[config.mk]
export PLATFORM = sky130hd
export DESIGN_NAME = mux_scan_seq
export DESIGN_NICKNAME = d
export VERILOG_FILES = /design/src/rtl/mux_scan_seq.sv
export SDC_FILE = /design/constraint.sdc
export NUM_CORES = 1
export LEC_CHECK = 0
export ABC_AREA = 1
export CORE_MARGIN = 3
export CORE_UTILIZATION = 23
export DETAILED_ROUTE_END_ITERATION = 16
export PLACE_DENSITY = 0.42
export SYNTH_ARGS = -nofsm -noshare
export SYNTH_HDL_FRONTEND = slang
export SYNTH_SLANG_ARGS = --single-unit
[constraint.sdc]
create_clock -name clk -period 6.1 [get_ports clk]
set_clock_uncertainty 0.1 [all_clocks]
set_input_delay 1.83 -clock clk [delete_from_list [all_inputs] [get_ports clk]]
set_output_delay 1.83 -clock clk [all_outputs]
set_load 0.005 [all_outputs]
[src/rtl/mux_scan_seq.sv]
// Scan sequencer for a 16:1 single-bit mux. It steps the select through the enabled
// channels, waits a settle time on each, samples mux_out, and returns a 16-bit word.
module mux_scan_seq #(
  parameter int unsigned SETTLE = 1
) (
  input  logic        clk,
  input  logic        rst,
  input  logic        start,
  input  logic [15:0] ch_mask,
  output logic [3:0]  sel,
  input  logic        mux_out,
  output logic        busy,
  output logic [15:0] word,
  output logic        word_valid,
  input  logic        word_ready
);

  localparam int unsigned NCH   = 16;
  localparam int unsigned SEL_W = 4;
  localparam int unsigned CNT_W = 8;

  localparam logic [CNT_W-1:0] SETTLE_LD  = CNT_W'(SETTLE);
  localparam bit               HAS_SETTLE = (SETTLE != 0);

  typedef enum logic [1:0] {
    ST_IDLE,
    ST_SETTLE,
    ST_SAMPLE,
    ST_HOLD
  } state_e;

  state_e             state_q, state_d;
  logic [SEL_W-1:0]   sel_q, sel_d;
  logic [CNT_W-1:0]   cnt_q, cnt_d;
  logic [NCH-1:0]     mask_q, mask_d;
  logic [NCH-1:0]     word_q, word_d;
  logic               busy_q, busy_d;
  logic               valid_q, valid_d;

  logic               first_found;
  logic [SEL_W-1:0]   first_idx;
  logic               next_found;
  logic [SEL_W-1:0]   next_idx;

  // Priority searches: lowest set bit of the incoming mask, and lowest set bit of the
  // latched mask strictly above the current select (no wrap-around).
  always_comb begin
    first_found = 1'b0;
    first_idx   = '0;
    next_found  = 1'b0;
    next_idx    = '0;
    for (int unsigned i = 0; i < NCH; i++) begin
      if (!first_found && ch_mask[i]) begin
        first_found = 1'b1;
        first_idx   = SEL_W'(i);
      end
      if (!next_found && mask_q[i] && (SEL_W'(i) > sel_q)) begin
        next_found = 1'b1;
        next_idx   = SEL_W'(i);
      end
    end
  end

  // Next-state and registered-output logic.
  always_comb begin
    state_d = state_q;
    sel_d   = sel_q;
    cnt_d   = cnt_q;
    mask_d  = mask_q;
    word_d  = word_q;
    busy_d  = busy_q;
    valid_d = valid_q;

    case (state_q)
      ST_IDLE: begin
        if (start) begin
          mask_d = ch_mask;
          word_d = '0;
          busy_d = 1'b1;
          cnt_d  = SETTLE_LD;
          if (first_found) begin
            sel_d   = first_idx;
            state_d = HAS_SETTLE ? ST_SETTLE : ST_SAMPLE;
          end else begin
            // Empty mask: pass through one non-writing sample cycle so the word
            // becomes valid one cycle after accept, select untouched.
            state_d = ST_SAMPLE;
          end
        end
      end

      ST_SETTLE: begin
        if (cnt_q <= CNT_W'(1)) begin
          state_d = ST_SAMPLE;
        end else begin
          cnt_d = cnt_q - CNT_W'(1);
        end
      end

      ST_SAMPLE: begin
        if (mask_q[sel_q]) begin
          word_d[sel_q] = mux_out;
        end
        if (next_found) begin
          sel_d   = next_idx;
          cnt_d   = SETTLE_LD;
          state_d = HAS_SETTLE ? ST_SETTLE : ST_SAMPLE;
        end else begin
          valid_d = 1'b1;
          state_d = ST_HOLD;
        end
      end

      ST_HOLD: begin
        if (word_ready) begin
          valid_d = 1'b0;
          busy_d  = 1'b0;
          state_d = ST_IDLE;
        end
      end

      default: begin
        state_d = ST_IDLE;
      end
    endcase
  end

  always_ff @(posedge clk) begin
    if (rst) begin
      state_q <= ST_IDLE;
      sel_q   <= '0;
      cnt_q   <= '0;
      mask_q  <= '0;
      word_q  <= '0;
      busy_q  <= 1'b0;
      valid_q <= 1'b0;
    end else begin
      state_q <= state_d;
      sel_q   <= sel_d;
      cnt_q   <= cnt_d;
      mask_q  <= mask_d;
      word_q  <= word_d;
      busy_q  <= busy_d;
      valid_q <= valid_d;
    end
  end

  assign sel        = sel_q;
  assign busy       = busy_q;
  assign word       = word_q;
  assign word_valid = valid_q;

endmodule

== After elaboration in Yosys (flattened, before gate mapping) ==
Cells that the tools add are included.
Word-level totals
  bits in latches: 0
  output and inout bits: 22
  memories kept: 0
  RAM bits: 0
  logic and storage cells: 216
  input port bits: 21
  register bits: 48
  ROM bits: 0
Operators by class
  order comparisons: 19
  shift operators: 0
  add/subtract/negate cells: 1
  bitwise operators: 0
  divide/modulo/power cells: 0
  equality and inequality tests: 11
  muxes and demuxes: 89
  multiply operators: 0
  reduce and logical (&&, ||, !) cells: 89
Operators by type and width (number)
  4-bit two-way mux: 31
  1-bit logical AND: 47
  1-bit two-way mux: 39
  4-bit > comparator (first input constant): 8
  16-bit two-way mux: 2
  16-bit case mux with 2 select lines: 1
  1-bit logical NOT: 30
  8-bit two-way mux: 3
  8-bit case mux with 3 select lines: 1
  16-bit bitwise mux: 1
  3-bit by 4-bit > comparator with 1-bit output (first input constant): 4
  2-bit inequality test (second input constant): 8
  3-bit AND reduction: 4
  2-bit two-way mux: 5
  1-bit by 4-bit > comparator with 1-bit output (first input constant): 2
  2-bit by 4-bit > comparator with 1-bit output (first input constant): 2
  8-bit by 1-bit less-or-equal comparator with 1-bit output (second input constant): 1
  2-bit case mux with 4 select lines: 1
  4-bit case mux with 2 select lines: 1
  4-bit AND reduction: 2
  8-bit by 1-bit subtractor with 8-bit output (second input constant): 1
  2-bit nonzero test: 3
  4-bit by 5-bit < comparator with 1-bit output (second input constant): 1
  1-bit binary-select mux with 4-bit select: 1
  8 further kinds: 10

== Depth between registers and ports, before layout ==
  depth in word-level cells: 65
  gate-level depth with buffers: 17
  mapped depth without buffers: 17

== Least setup slack after synthesis ==
Ideal clock, no wire load.
  path type: input-to-reg
  start point: input port ch_mask[0]
  end point: register sel_q[0], in the netlist sel[0]
  stages on the path: 15
  buffers on the path: 0
  setup time: 65 ps
  arrival time: 3311 ps
  slack: 2624 ps
  required time: 5935 ps
  cells stage by stage: nor2_1 -> nand3_1 -> nor2_2 -> nand4_1 -> nor2_2 -> nand4_1 -> nor2_1 -> nand3_1 -> nand2_1 -> inv_1 -> nand2_2 -> inv_2 -> nor2_1 -> nor2_1 -> nor2_1
On the way
  longest elaborated chain between the ends: 49
  elaborated cells on any way between the ends: 66
  classes of those cells: eq/ne: 1; mux: 34; reduce/logical: 31
Ends and longest elaborated chain
  start, declared: RTL line 9  | input logic [15:0] ch_mask,
  1-bit two-way mux *: RTL line 53  | if (!first_found && ch_mask[i]) begin
  1-bit logical NOT: RTL line 53
  1-bit logical AND: RTL line 53
  1-bit two-way mux: RTL line 53
  1-bit logical NOT: RTL line 53
  1-bit logical AND: RTL line 53
  1-bit two-way mux: RTL line 53
  1-bit logical NOT: RTL line 53
  (+33 left out)
  1-bit logical AND: RTL line 53
  1-bit two-way mux: RTL line 53
  1-bit logical NOT: RTL line 53
  1-bit logical AND: RTL line 53
  4-bit two-way mux: RTL line 53
  4-bit two-way mux: RTL line 81  | if (first_found) begin
  4-bit two-way mux: RTL line 76  | if (start) begin
  4-bit case mux with 2 select lines: RTL line 74  | case (state_q)
  end signal, assigned: RTL line 139  | sel_q <= sel_d;
  end, declared: RTL line 33  | logic [SEL_W-1:0] sel_q, sel_d;
Mark *: on every way between the ends. The rest lies on a longest branch, timed or not. The select of a mux whose other input is x is not followed.
A chain may end at the register's enable or synchronous reset.

== Final worst setup path ==
Ends and elaborated chain as after synthesis.

==> qor.txt <==
fillers: 1,432
setup TNS: 0 ns
crit path time final: 4.032 ns
largest net degree at the start of global routing: 33
Cell Count, Final, Fillers Out: 666
initial antenna violation count: 0
Hold Crit Class: flop to flop
asr flop ratio synth: 0%
ranking of synthesized cells by area: dfxtp_1 32%, nor2_1 10%, nand2_1 8.4%
area taken by multi-input logic gates: 1722 um2
sequential area share after synthesis: 32.45%
post-detail-place hpwl: 6947 um
CTS H-Tree Depth: 2
Mean Syn Cell Area: 6.481 um2
cell taking the most area after synthesis: dfxtp_1
Cells after DPL: 658
Post-CTS Resized: 0
Post-Syn Instances: 457
Post-synth top cells: 82 x nor2_1, 66 x nand2_1, 56 x inv_1, 48 x a21oi_1, 48 x dfxtp_1
share of post-route cells with drive strength above 1: 7.631%
Ports: 43
row cnt: 40
die height: 119.5 um
Tot GR Track Use: 13.17%
wirelength, routed: 9063 um
Critical Path Start Type: input port
Top Metal Used: met4
max-cap viol count: 0
Clock transition at path regs: 0.07 ns
Max-Slew Margin vs Limit: 33.57%
met2 WL: 4206 um
status: finished, final reports clean
worst vdd ir: 0.09511 mV
met3 wire len: 309 um
Root Buffer: clkbuf_16
synthesized flop and latch total: 48
DRT Pass-1 Iters: 5
pin slew with the least headroom to its limit: 0.9928 ns
CTS Sinks: 48
Syn Nets: 480
DR DRC count: 0
antenna cells: 0
crit share post-route: 66.10%
setup bufs post-CTS: 0
Fin. Hold Viols: 0
WL/cell: 13.61 um
die width: 119.5 um
Post-CTS Hold Buffers: 0
Post-synth EDFFs: 0
Max Clk Rate: 248.0 MHz
Crit Path Max Fanout: 5
layout net count: 520
Setup Viol. Count Final: 0
max-slew violation count: 0
critical path capture point type: flop
Routed Antenna Nets: 0
unrepaired setup endpoints after global routing: false
die area: 14,270 um2
Synth Cell Area: 2962 um2
number of global-route vias before repair: 2,980
initial core utilization: 24.05%
WP data required: 6.23 ns
area share of the largest cell type after synthesis: 32.45%
grt total ovfl: 0
clk buf depth: 2
later-pin clock latency in the skew report: 0.30 ns
Crit path arrival time: 4.16 ns
yosys warns: 0
Reg area: 960.9 um2
Leakage: 0.001481 uW
WS Path Type: input port to flop
cts bufs inserted: 5
power per standard cell area: 292.5 nW/um2
GP Congestion: 0.8063
PortBufs: 42
Metal-1 WL: 4423 um
global-route wire length before repair: 15,060 um
vias: 3,055
area delta synth->final: 24.80%
Vias/cell: 4.587
Synth cell types: 40
Core ar.: 12,310 um2
top_reg_cell synth: dfxtp_1
most common cell in the netlist: nor2_1
Initial DRC Count: 246
TritonCTS clock tree: yes
-- worst max-delay path: stages --
cell,delay (ns)
clkdlybuf4s50_1,0.47
nor2_1,0.22
nand3_1,0.12
nor2_2,0.16
nand4_1,0.15
nor2_2,0.17
nand4_1,0.13
nor2_1,0.21
nand3_1,0.13
nand2_1,0.10
inv_1,0.06
nand2_2,0.12
inv_2,0.06
nor2_1,0.10
nor2_1,0.05
nor2_1,0.08
-- cell type report --
class                           instances  share of cell area, %
Multi-Input combinational cell        339                  46.58
Sequential cell                        48                  26.00
Timing Repair Buffer                   43                  11.58
Inverter                               60                  6.093
Tap cell                              168                  5.687
Clock buffer                            7                  3.859
Clock inverter                          1                 0.2031
-- power by group --
part	switching [uW]	total, uW	internal, uW
Sequential	36.8	385	348
Clock	128	292	164
Combinational	257	404	147
Total	422	1080	659
-- per-layer routing --
metal / track usage (%) / up-vias
met1: 17.00 / 1411
li1: - / 1591
met5: 0 / -
met4: 4.295 / 0
met3: 2.754 / 8
met2: 21.89 / 45
-- through the flow --
step                      instance area, um2  worst slack, ns  util (%)  total power [uW]  hold WS [ns]
final                                   3696            2.068     30.02              1081        0.3716
after global routing                    3696            1.694     30.02              1165        0.4136
after CTS                               3696            2.056     30.02              1099        0.3748
after detailed placement                3546            1.754     28.80             798.2        0.3593
after global placement                  3546            1.789     28.80             796.4        0.3570
after floorplan                         2962            2.624         -             682.2        0.3447
-- sequential cells by signal, indices dropped and copies added, names as in the netlist --
signal,cells
mask_q,16
word,16
cnt_q,8
sel,4
state_q,2
busy,1
word_valid,1
-- worst paths after layout --
path,cells after the start,startpoint,slack (ns),endpoint
hold / removal,2,word_valid,0.37,word_valid
hold reg to reg,2,word_valid,0.37,word_valid
setup reg to reg,10,sel[1],3.25,word[2]
setup / recovery,16,ch_mask[0],2.07,sel[0]
-- placed cells by master, fill, tap and decap left out, types with 3 or more instances in the layout --
master           count
nand3_2              3
nand2_2              5
clkdlybuf4s50_1     42
nor3_1               4
nand4_1              3
a22oi_1              3
inv_1               56
xnor2_1              3
clkbuf_16            5
nand4_4              3
inv_2                4
a21oi_1             48
nor2_2               7
dfxtp_1             48
nand3_1             41
nor2_1              82
o21ai_0             43
nand2_1             66
nor2_4               4
-- cell families (layout without fill, tap and decap cells) --
kind of cell,count (synthesis),count (layout),synth area share (%)
fa+ha+maj,2,2,0.8448
flops,48,48,32.45
xor+xnor,5,5,1.479
simple gates,225,225,36.12
buf+inv,70,111,9.421
compound gates,107,107,19.69
Power figures use the tool's default switching activity.
==> RTL change, RTL diff (same flow settings) <==
Change the localparam `CNT_W` from 8 to 6.
--- a/src/rtl/mux_scan_seq.sv
+++ b/src/rtl/mux_scan_seq.sv
@@ -17,7 +17,7 @@
 
   localparam int unsigned NCH   = 16;
   localparam int unsigned SEL_W = 4;
-  localparam int unsigned CNT_W = 8;
+  localparam int unsigned CNT_W = 6;
 
   localparam logic [CNT_W-1:0] SETTLE_LD  = CNT_W'(SETTLE);
   localparam bit               HAS_SETTLE = (SETTLE != 0);
Behaviour: no difference found for any inputs over 10 cycles, from zero or initial values and one cycle with rst high; that may be too few to reach the edited logic, so the function may still have changed.
==> RTL change against the unedited design <==
Cell area down 5.8%. Via count down 9.8%. Worst hold slack worse by 0.0046 ns. Sequential cell count down 2. Critical path type unchanged. Register-to-register slack about the same. Total power up 14%. Global-route usage about the same. Synthesized area down 5.4%. Sequential share of layout area up 0.44 points. Routed wire length down 6.2%. Setup slack worse by 0.020 ns. Maximum frequency down 0.50%.
==> RTL change: results (changes against the unedited design) <==
wl on met1=3.99 mm (was 4.42 mm); outcome=finished clean (unchanged); top cells by area, synth=dfxtp_1 33%, nand2_1 8.3%, inv_1 6.6% (was dfxtp_1 32%, nor2_1 10%, nand2_1 8.4%); max incr delay on CP=0.44 ns (was 0.47 ns); syn_nets=424 (was 480); metal2 WL=4.11 mm (was 4.21 mm); cell family with most CP delay=simple AND/OR/NAND/NOR gates (unchanged); asr flop ratio synth=0% (unchanged); Synth cell types=44 (was 40); DP HPWL=6.56 mm (was 6.95 mm); metal3 WL=216 µm (was 309 µm); Post-Route WL=8.50 mm (was 9.06 mm); ant diodes=0 (unchanged); synth warn=0 (unchanged); Final GP Congestion=0.854 (was 0.806); 1st-pass router iterations=4 (was 5); post-CTS sizing=0 (unchanged); vias in the first global route=2710 (was 2980); Post-CTS Setup Bufs=0 (unchanged); worst slack, placed=1.74 ns (was 1.75 ns); I/O Buffers=42 (unchanged); GRT Overall Usage=13.2% (about the same); Clk pin slew, worst setup/hold paths=0.06 ns; first-pass GRT wire length=14.0 mm (was 15.1 mm); TritonCTS buffer count=5 (unchanged); layout cell share with drive strength beyond 1=7.27% (was 7.63%); Fill cells=1286 (was 1432); largest net degree at the start of global routing=28 (was 33); CTS root buf=clkbuf_16 (unchanged); maximum VDD drop=0.000116 V (was 0.0000951 V); Worst EP arrival=4.11 ns (was 4.16 ns); top post-synthesis cells by count=62 x nand2_1, 49 x inv_1, 46 x dfxtp_1 (was 82 x nor2_1, 66 x nand2_1, 56 x inv_1); DR vias/cell=4.73 (was 4.59); Top Layer Used=met4 (unchanged); HP Class=flip-flop to flip-flop (unchanged); H-Tree Depth=2 (unchanged); Nets=463 (was 520); Max Fanout on Critical Path=4 (was 5); Initial DRC Count=114 (was 246); initial antenna violation count=0 (unchanged); Slowest cell on crit path=clkdlybuf4s50_1 (unchanged); Tightest Pin Transition=0.629 ns (was 0.993 ns); Worst-Skew Late Latency=0.29 ns; Leakage Power=1.38 nW (was 1.48 nW); register area share after synthesis=32.9% (was 32.4%)
==> RTL change: per-layer routing <==
metal / GRT usage [%] / up-vias
met2: 21.7 / 39
met3: 2.69 / 14
met4: 4.56 / 0
met1: 17.2 / 1259
met5: 0 / -
li1: - / 1445
==> RTL change: path summary, 6_finish.rpt <==
kind	slack (ns)	from	depth (start not counted)	endpoint
max	2.05	ch_mask[2]	17	sel[0]
min	0.37	word[7]	2	word[7]
max reg2reg	3.25	sel[3]	15	cnt_q[0]
min reg2reg	0.37	word[7]	2	word[7]
==> RTL change: kinds of logic after synthesis <==
group	after synthesis	synth area share, %
AND/OR/NAND/NOR	189	35.1
AO/OA/AOI/OAI	97	20.8
buffers and inverters	63	9.02
flip-flops	46	32.9
XOR/XNOR	4	1.25
adder cells (fa/ha/maj)	2	0.893
==> RTL change: tightest hold or removal path, cell delays in order (launching register included) <==
cell      delay, ns
dfxtp_1        0.32
inv_1          0.05
a211oi_1       0.05
==> RTL change: final cells by class <==
cell class / instances / area [µm²] / share of cell area [%]
clock buffers: 7 / 133 / 3.81
inverters: 52 / 195 / 5.60
multi-input cells: 292 / 1630 / 46.7
flip-flops and latches: 46 / 921 / 26.4
well taps: 143 / 179 / 5.14
repair buffers: 43 / 428 / 12.3
==> RTL change: power by group <==
part           internal (mW)  switching [mW]
Combinational          0.201           0.361
Sequential             0.352          0.0583
Clock                  0.150           0.114
==> RTL change: per-stage QoR <==
| stage | hold slack [ns] | power, mW | instances | instance area (µm²) |
|---|---|---|---|---|
| global route | 0.380 | 1.35 | 583 | 3480 |
| CTS | 0.374 | 1.25 | 583 | 3480 |
| global placement | 0.367 | 0.984 | 576 | 3350 |
| finish | 0.367 | 1.24 | 583 | 3480 |
| floorplan | 0.344 | 0.816 | 401 | 2800 |
| detailed placement | 0.364 | 0.982 | 576 | 3350 |
